===== src/rtl/seg_scan_ctrl_if.sv =====
// Scan controller bus: display enable and digit mask in,
// digit select, anodes and scan pulses out.
interface seg_scan_ctrl_if;
  logic       en;
  logic [7:0] digit_mask;
  logic [2:0] sel;
  logic [7:0] an;
  logic       scan_tick;
  logic       frame_done;

  modport master (
    output en,
    output digit_mask,
    input  sel,
    input  an,
    input  scan_tick,
    input  frame_done
  );

  modport slave (
    input  en,
    input  digit_mask,
    output sel,
    output an,
    output scan_tick,
    output frame_done
  );
endinterface


===== src/rtl/seg_scan_ctrl.sv =====
// Eight-digit seven-segment scan controller with a blanking
// interval ahead of every digit to suppress ghosting.
module seg_scan_ctrl #(
  parameter int TICKS_ON    = 100000,
  parameter int TICKS_BLANK = 1000,
  parameter int CNT_W       = 17
) (
  input  logic           clk,
  input  logic           reset,
  seg_scan_ctrl_if.slave bus
);

  typedef enum logic [1:0] {
    IDLE  = 2'd0,
    BLANK = 2'd1,
    ON    = 2'd2
  } state_t;

  localparam logic [CNT_W-1:0] ON_LAST =
    CNT_W'(TICKS_ON - 1);
  localparam logic [CNT_W-1:0] BLANK_LAST =
    CNT_W'(TICKS_BLANK - 1);

  state_t           state;
  state_t           state_nx;
  logic [CNT_W-1:0] cnt;
  logic [CNT_W-1:0] cnt_nx;
  logic [2:0]       sel;
  logic [2:0]       sel_nx;
  logic [7:0]       an;
  logic [7:0]       an_nx;
  logic             tick;
  logic             tick_nx;
  logic             frame;
  logic             frame_nx;

  logic             scanning;
  logic             in_idle;
  logic             drop;
  logic             blank_end;
  logic             on_end;
  logic [7:0]       onehot;

  always_ff @(posedge clk) begin
    if (reset) begin
      state <= IDLE;
      cnt   <= '0;
      sel   <= '0;
      an    <= 8'hFF;
      tick  <= 1'b0;
      frame <= 1'b0;
    end else begin
      state <= state_nx;
      cnt   <= cnt_nx;
      sel   <= sel_nx;
      an    <= an_nx;
      tick  <= tick_nx;
      frame <= frame_nx;
    end
  end

  // An unreachable encoding is treated like a dropped enable.
  assign scanning  = (state == BLANK) || (state == ON);
  assign in_idle   = (state == IDLE);
  assign drop      = !in_idle && (!bus.en || !scanning);
  assign blank_end = (state == BLANK) && bus.en
                     && (cnt == BLANK_LAST);
  assign on_end    = (state == ON) && bus.en
                     && (cnt == ON_LAST);

  always_comb begin
    state_nx = state;
    cnt_nx   = cnt + 1'b1;
    sel_nx   = sel;
    unique case (1'b1)
      in_idle: begin
        cnt_nx   = '0;
        sel_nx   = '0;
        state_nx = bus.en ? BLANK : IDLE;
      end
      drop: begin
        state_nx = IDLE;
        cnt_nx   = '0;
        sel_nx   = '0;
      end
      blank_end: begin
        state_nx = ON;
        cnt_nx   = '0;
      end
      on_end: begin
        state_nx = BLANK;
        cnt_nx   = '0;
        sel_nx   = sel + 3'd1;
      end
      default: ;
    endcase
  end

  always_comb begin
    onehot   = 8'd1 << sel_nx;
    an_nx    = 8'hFF;
    tick_nx  = on_end;
    frame_nx = on_end && (sel == 3'd7);
    if (state_nx == ON)
      an_nx = ~(onehot & bus.digit_mask);
  end

  assign bus.sel        = sel;
  assign bus.an         = an;
  assign bus.scan_tick  = tick;
  assign bus.frame_done = frame;

endmodule


===== src/flat_wrapper.sv =====
// flat-port wrapper written by rule: the top's interface ports become plain ports
module seg_scan_ctrl_flat 
#(
  parameter int TICKS_ON    = 100000,
  parameter int TICKS_BLANK = 1000,
  parameter int CNT_W       = 17
)
  (clk, reset, bus_en, bus_digit_mask, bus_sel, bus_an, bus_scan_tick, bus_frame_done);
  seg_scan_ctrl_if bus_i ();
  input  logic clk;
  input  logic reset;
  input wire logic [$bits(bus_i.en)-1:0] bus_en;
  input wire logic [$bits(bus_i.digit_mask)-1:0] bus_digit_mask;
  output wire logic [$bits(bus_i.sel)-1:0] bus_sel;
  output wire logic [$bits(bus_i.an)-1:0] bus_an;
  output wire logic [$bits(bus_i.scan_tick)-1:0] bus_scan_tick;
  output wire logic [$bits(bus_i.frame_done)-1:0] bus_frame_done;
  assign bus_i.en = bus_en;
  assign bus_i.digit_mask = bus_digit_mask;
  assign bus_sel = bus_i.sel;
  assign bus_an = bus_i.an;
  assign bus_scan_tick = bus_i.scan_tick;
  assign bus_frame_done = bus_i.frame_done;
  seg_scan_ctrl #(.TICKS_ON(TICKS_ON), .TICKS_BLANK(TICKS_BLANK), .CNT_W(CNT_W)) u_core (.clk(clk), .reset(reset), .bus(bus_i));
endmodule

===== config.mk =====
export PLATFORM = sky130hd
export DESIGN_NAME = seg_scan_ctrl_flat
export DESIGN_NICKNAME = d
export VERILOG_FILES = /design/src/rtl/seg_scan_ctrl_if.sv /design/src/rtl/seg_scan_ctrl.sv /design/src/flat_wrapper.sv
export SDC_FILE = /design/constraint.sdc
export NUM_CORES = 1
export LEC_CHECK = 0
export CORE_ASPECT_RATIO = 1.1
export CORE_MARGIN = 4
export CORE_UTILIZATION = 35
export CTS_BUF_LIST = sky130_fd_sc_hd__clkbuf_2 sky130_fd_sc_hd__clkbuf_4 sky130_fd_sc_hd__clkbuf_8
export CTS_CLUSTER_SIZE = 14
export DETAILED_ROUTE_END_ITERATION = 10
export GPL_TIMING_DRIVEN = 0
export HOLD_SLACK_MARGIN = 0.12
export SLEW_MARGIN = 20
export SYNTH_ARGS = -nofsm -noshare
export SYNTH_HDL_FRONTEND = slang
export SYNTH_SLANG_ARGS = --single-unit

===== constraint.sdc =====
create_clock -name clk -period 2.6 [get_ports clk]
set_clock_uncertainty 0.05 [all_clocks]
set_input_delay 0.52 -clock clk [delete_from_list [all_inputs] [get_ports clk]]
set_output_delay 0.52 -clock clk [all_outputs]
set_load 0.05 [all_outputs]

# == Yosys cells after proc, flatten, opt, wreduce, memory -nomap -nowiden ==
# Cells that the tools add are included.
# op_classes
mux,3
add_sub_neg,2
shift,1
reduce_logical,15
eq_ne,6
n_bitwise,3
# op_table
cell,count
$add 17x1->17 const B,1
$eq 17x10->1 const B,1
$eq 17x17->1 const B,1
$and 8x8->8,1
$not 8->8,1
$pmux 2 s4,1
$shl 1x3->8 const A,1
$logic_and 1x1->1,6
$pmux 3 s2,1
$reduce_or 5->1,1
$eq 2x2->1 const B,2
$reduce_or 2->1,2
$add 3x1->3 const B,1
$eq 3x3->1 const B,1
$logic_not 1->1,3
$eq 2x1->1 const B,1
$logic_not 2->1,1
$logic_or 1x1->1,2
$mux 1,1
$not 1->1,1
# word_totals
word_cells,36
reg_bits,32
output_inout_bits,13
input_bits,11

# == Longest topological paths before layout ==
# depth
word_depth,10
ltp_mapped,8
ltp_nobuf,7

# == Worst setup path before layout ==
# OpenSTA, ideal clock, no wires.
# synth_timing
path_kind,reg-to-reg
start,reg u_core.cnt[0]
end,reg u_core.an[0] (netlist: u_core.bus.an[0])
required_ns,2.421
stages_incl_launch_ff,7
arrival_ns,1.972
setup_slack_ns,0.449
path_buffers,0
period_less_slack_ns,2.151
setup_time_ns,0.129
cell_sequence,dfxtp_1 > ha_1 > nand4b_1 > or4_1 > or4_4 > a211oi_4 > nand3_1
# synth_between
elab_chain_len,6
word_cells_on_any_way,12
classes_between,3 x eq/ne; 1 x shift; 2 x mux; 3 x bitwise; 3 x reduce/logical
# synth_rtl
item,line_no,source
"start, declared",seg_scan_ctrl.sv:26,logic [CNT_W-1:0] cnt;
"start signal, assigned",seg_scan_ctrl.sv:54,cnt <= cnt_nx;
$eq 17x17->1 or $eq 17x10->1 (tied branches),"seg_scan_ctrl.sv:69, seg_scan_ctrl.sv:67",
"$logic_and 1x1->1, on equally long branches","seg_scan_ctrl.sv:69, seg_scan_ctrl.sv:67",
$pmux 2 s4 or $pmux 3 s2 (tied branches),seg_scan_ctrl.sv:75,unique case (1'b1)
$eq 2x2->1 or $shl 1x3->8 (tied branches),"seg_scan_ctrl.sv:104, seg_scan_ctrl.sv:100",
$not 1->1 (no line) or $and 8x8->8 (tied branches),-,
$reduce_or 2->1 (no line) or $not 8->8 (tied branches),-,
"end signal, assigned",seg_scan_ctrl.sv:56,an <= an_nx;
"end, declared",seg_scan_ctrl.sv:30,logic [7:0] an;
# Parallel ways exist; a longest one is shown, timed or not.
# A chain may end at the register's enable or synchronous reset.

# == Worst setup path in the final report ==
# layout_timing
start,in bus_en
end,reg u_core.an[0] (netlist: u_core.bus.an[0])
# layout_between
elab_chain_len,8
word_cells_on_any_way,17
classes_between,1 x eq/ne; 1 x shift; 3 x mux; 3 x bitwise; 9 x reduce/logical
# layout_rtl
item,line_no,source
"start, declared",flat_wrapper.sv:12,input wire logic [$bits(bus_i.en)-1:0] bus_en;
$logic_not 1->1,seg_scan_ctrl.sv:65,assign drop = !in_idle && (!bus.en || !scanning);
$logic_or 1x1->1,seg_scan_ctrl.sv:65,
$logic_and 1x1->1,seg_scan_ctrl.sv:65,
$reduce_or 2->1 (no line),-,
$pmux 3 s2,seg_scan_ctrl.sv:75,
$shl 1x3->8,seg_scan_ctrl.sv:100,onehot = 8'd1 << sel_nx;
$and 8x8->8,seg_scan_ctrl.sv:105,an_nx = ~(onehot & bus.digit_mask);
$not 8->8,seg_scan_ctrl.sv:105,
# Parallel ways exist; a longest one is shown, timed or not.

==> results.sh <==
export IMPL_status="completed"
export IMPL_synth_simple_area_share_pct=31.4
export IMPL_worst_path_buf_inv=1
export IMPL_fillCellCount=396
export IMPL_start_util_pct=36.6
export IMPL_antenna_found_initial=0
export IMPL_synth_xor_area_share_pct=9.00
export IMPL_path_class="in -> reg"
export IMPL_crit_slowest_cell="or4_4"
export IMPL_dp_hpwl_mm=2.27
export IMPL_grt_max_degree=11
export IMPL_nets=202
export IMPL_io_buffer_count=22
export IMPL_path_cells="clkdlybuf4s50_1 -> nand4b_1 -> or4_1 -> or4_4 -> a211oi_4 -> nand3_1"
export IMPL_routed_wl_mm=2.97
export IMPL_drtAntennaViolNets=0
export IMPL_diodes=0
export IMPL_syn2layout_area_growth_pct=25.1
export IMPL_path_delay_family="simple AND/OR/NAND/NOR gates"
export IMPL_min_period_over_period_pct=96.9
export IMPL_post_cts_buffers=0
export IMPL_r2r_cells=6
export IMPL_drt_pass1_iter_count=4
export IMPL_clkTransAtPathRegs_ns=0.06
export IMPL_clock_latency_ns=0.28
export IMPL_final_cell_mix="dfxtp_1 (32), nor2_1 (28), clkdlybuf4s50_1 (22)"
export IMPL_critPathMaxFanout=4
export IMPL_gp_congestion=0.777
export IMPL_core_area_um2=3990
export IMPL_min_path_cells=1
export IMPL_track_usage_pct=12.4
export IMPL_muxShareOfSynthArea_pct=0.771
export IMPL_clockBufferDepth=2
export IMPL_cp_required_ns=2.71
export IMPL_synth_top_family_by_area="simple AND/OR/NAND/NOR gates"
export IMPL_synth_top_area_share_pct=43.9
export IMPL_synth_seq_area_share_pct=43.9
export IMPL_grt_pass1_wl_mm=5.15
export IMPL_synth_area_leaders="dfxtp_1 (44%), nor2_1 (7.2%), xor2_1 (5.4%)"
export IMPL_period_minus_slack_ns=2.52
export IMPL_relSlewSlack_pct=65.2
export IMPL_synth_compound_area_share_pct=6.08
export IMPL_hold_viol=0
export IMPL_worstMarginPinSlew_ns=0.518
export IMPL_worstHoldEndpoint="u_core.cnt[0]"
export IMPL_stdcell_count=237
export IMPL_dieHeight_um=75.7
export IMPL_yosysWarnings=0
export IMPL_setup_viol=0
export IMPL_synth_area_leader_cell="dfxtp_1"
export IMPL_mappedNetlistArea_um2=1460
export IMPL_numCtsBuffers=5
export IMPL_grt_pass1_vias=1130
export IMPL_dp_cells=230
export IMPL_cap_violations=0
export IMPL_critPathArrivalTime_ns=2.63
export IMPL_io_pins=24
export IMPL_rsz0062_at_grt="no"
export IMPL_final_common_cell="dfxtp_1"
export IMPL_slew_viol_final=0
export IMPL_holdBufCountCts=0
export IMPL_p_per_area_nw_per_um2=482
export IMPL_synthesis_nets=173
export IMPL_drc_errors=0
export IMPL_die_area_um2=5270
export IMPL_cts_tree="yes"
export IMPL_via_count=1185
export IMPL_cts_repair_resized=0
export IMPL_synth_cell_types=35
export IMPL_r2r_end="u_core.bus.an[0]"
export IMPL_final_layout_size_suffix_gt1_share_pct=10.3
export IMPL_hold_class="reg -> reg"
export IMPL_worstReg2RegStart="u_core.cnt[0]"
export IMPL_htree_levels=2
export IMPL_synth_cells=156
export IMPL_cp_end_kind="flop"
export IMPL_clockRootBuffer="clkbuf_8"
export IMPL_synthAdderAreaFrac_pct=5.14
export IMPL_cpPeakStageDelay_ns=0.60
export IMPL_hp_start="u_core.cnt[0]"
export IMPL_cp_start_kind="input pin"
export IMPL_grt_overflow_total=0
export IMPL_vias_per_cell=5.00
export IMPL_vdd_drop_max_v=0.000305
export IMPL_holdWs_ns=0.397
export IMPL_rows=24
export IMPL_clock_fmax_ghz=0.397
export IMPL_avgSynthCellArea_um2=9.36
export IMPL_cts_sinks=32
export IMPL_p_leak_nw=0.628
export IMPL_avgRoutedWirePerCell_um=12.5
export IMPL_ys_ff_latch=32
export IMPL_die_x_um=69.6
export IMPL_first_iter_violations=28
export IMPL_finalPower_mw=0.881
export IMPL_reg2reg_slack_ns=0.27
## where the power goes
part | switching, mW | internal (mW) | leakage (nW) | total (mW)
Clock | 0.168 | 0.192 | 0.0445 | 0.360
Combinational | 0.0103 | 0.0177 | 0.326 | 0.0280
Sequential | 0.000993 | 0.491 | 0.258 | 0.492
Total | 0.180 | 0.701 | 0.628 | 0.881
## registers in the layout, indices dropped and copies added, names as in the netlist
name,cells
u_core.cnt,17
u_core.bus.frame_done,1
u_core.bus.scan_tick,1
u_core.bus.sel,3
u_core.state,2
u_core.bus.an,8
## metal layers
layer,GRT usage (%),vias up,wire length [µm]
met4,3.90,0,36
met1,13.7,551,1290
met5,0,-,0
li1,-,601,-
met2,22.1,29,1460
met3,4.88,4,181
## cells by family after synthesis
group,after synthesis
AOI/OAI and AO/OA,11
adders and majority gates,6
DFF,32
xor gates and xnor gates,15
and+or+nand+nor,84
buffers and inverters,7
muxes,1
## layout make-up
cell class	count	area (µm²)	share of cell area, %
Tap cell	52	65.1	3.56
Multi-Input combinational cell	117	766	41.9
Clock buffer	6	76.3	4.18
Inverter	3	11.3	0.616
Timing Repair Buffer	22	220	12.1
Sequential cell	32	641	35.1
Clock inverter	1	5.00	0.274
Buffer	4	42.5	2.33
## metrics by stage
step,setup TNS [ns],instance area [µm²],util (%),worst slack [ns]
floorplan,0,1460,-,0.449
global placement,-2.55,1750,43.7,-0.212
detailed placement,-2.71,1750,43.7,-0.217
CTS,0,1830,45.7,0.0905
global route,0,1830,45.7,0.0208
finish,0,1830,45.7,0.0808
## cells in the mapped netlist
master / instances
nor4_1: 2
buf_6: 1
nand3b_1: 2
and3_2: 1
nand4b_1: 2
nor2b_1: 1
nor4b_1: 2
or4_4: 2
nor3_1: 3
and3_1: 4
nand2_1: 13
nand4b_4: 1
o211ai_1: 1
a31oi_1: 1
nand3_1: 11
clkbuf_1: 1
nor2_1: 28
a211oi_4: 1
or4_1: 2
o21ai_0: 1
ha_1: 6
clkbuf_8: 2
inv_1: 3
mux2_2: 1
nand4_1: 5
a32oi_1: 2
a21o_2: 2
and4_2: 1
and2_1: 1
and4_1: 2
a21oi_1: 3
dfxtp_1: 32
xnor2_1: 6
nor3b_1: 1
xor2_1: 9
## worst max-delay path by stage
stage / cells past startpoint / to / start / slack, ns
2_1_floorplan: 6 / u_core.bus.an[0] / u_core.cnt[0] / 0.45
3_3_place_gp: 6 / u_core.bus.an[0] / bus_en / -0.21
3_5_place_dp: 6 / u_core.bus.an[0] / bus_en / -0.22
4_1_cts: 6 / u_core.bus.an[0] / bus_en / 0.09
5_1_grt: 6 / u_core.bus.an[0] / bus_en / 0.02
6_report: 6 / u_core.bus.an[0] / bus_en / 0.08
Note: power is estimated with default switching activity, not from simulation.
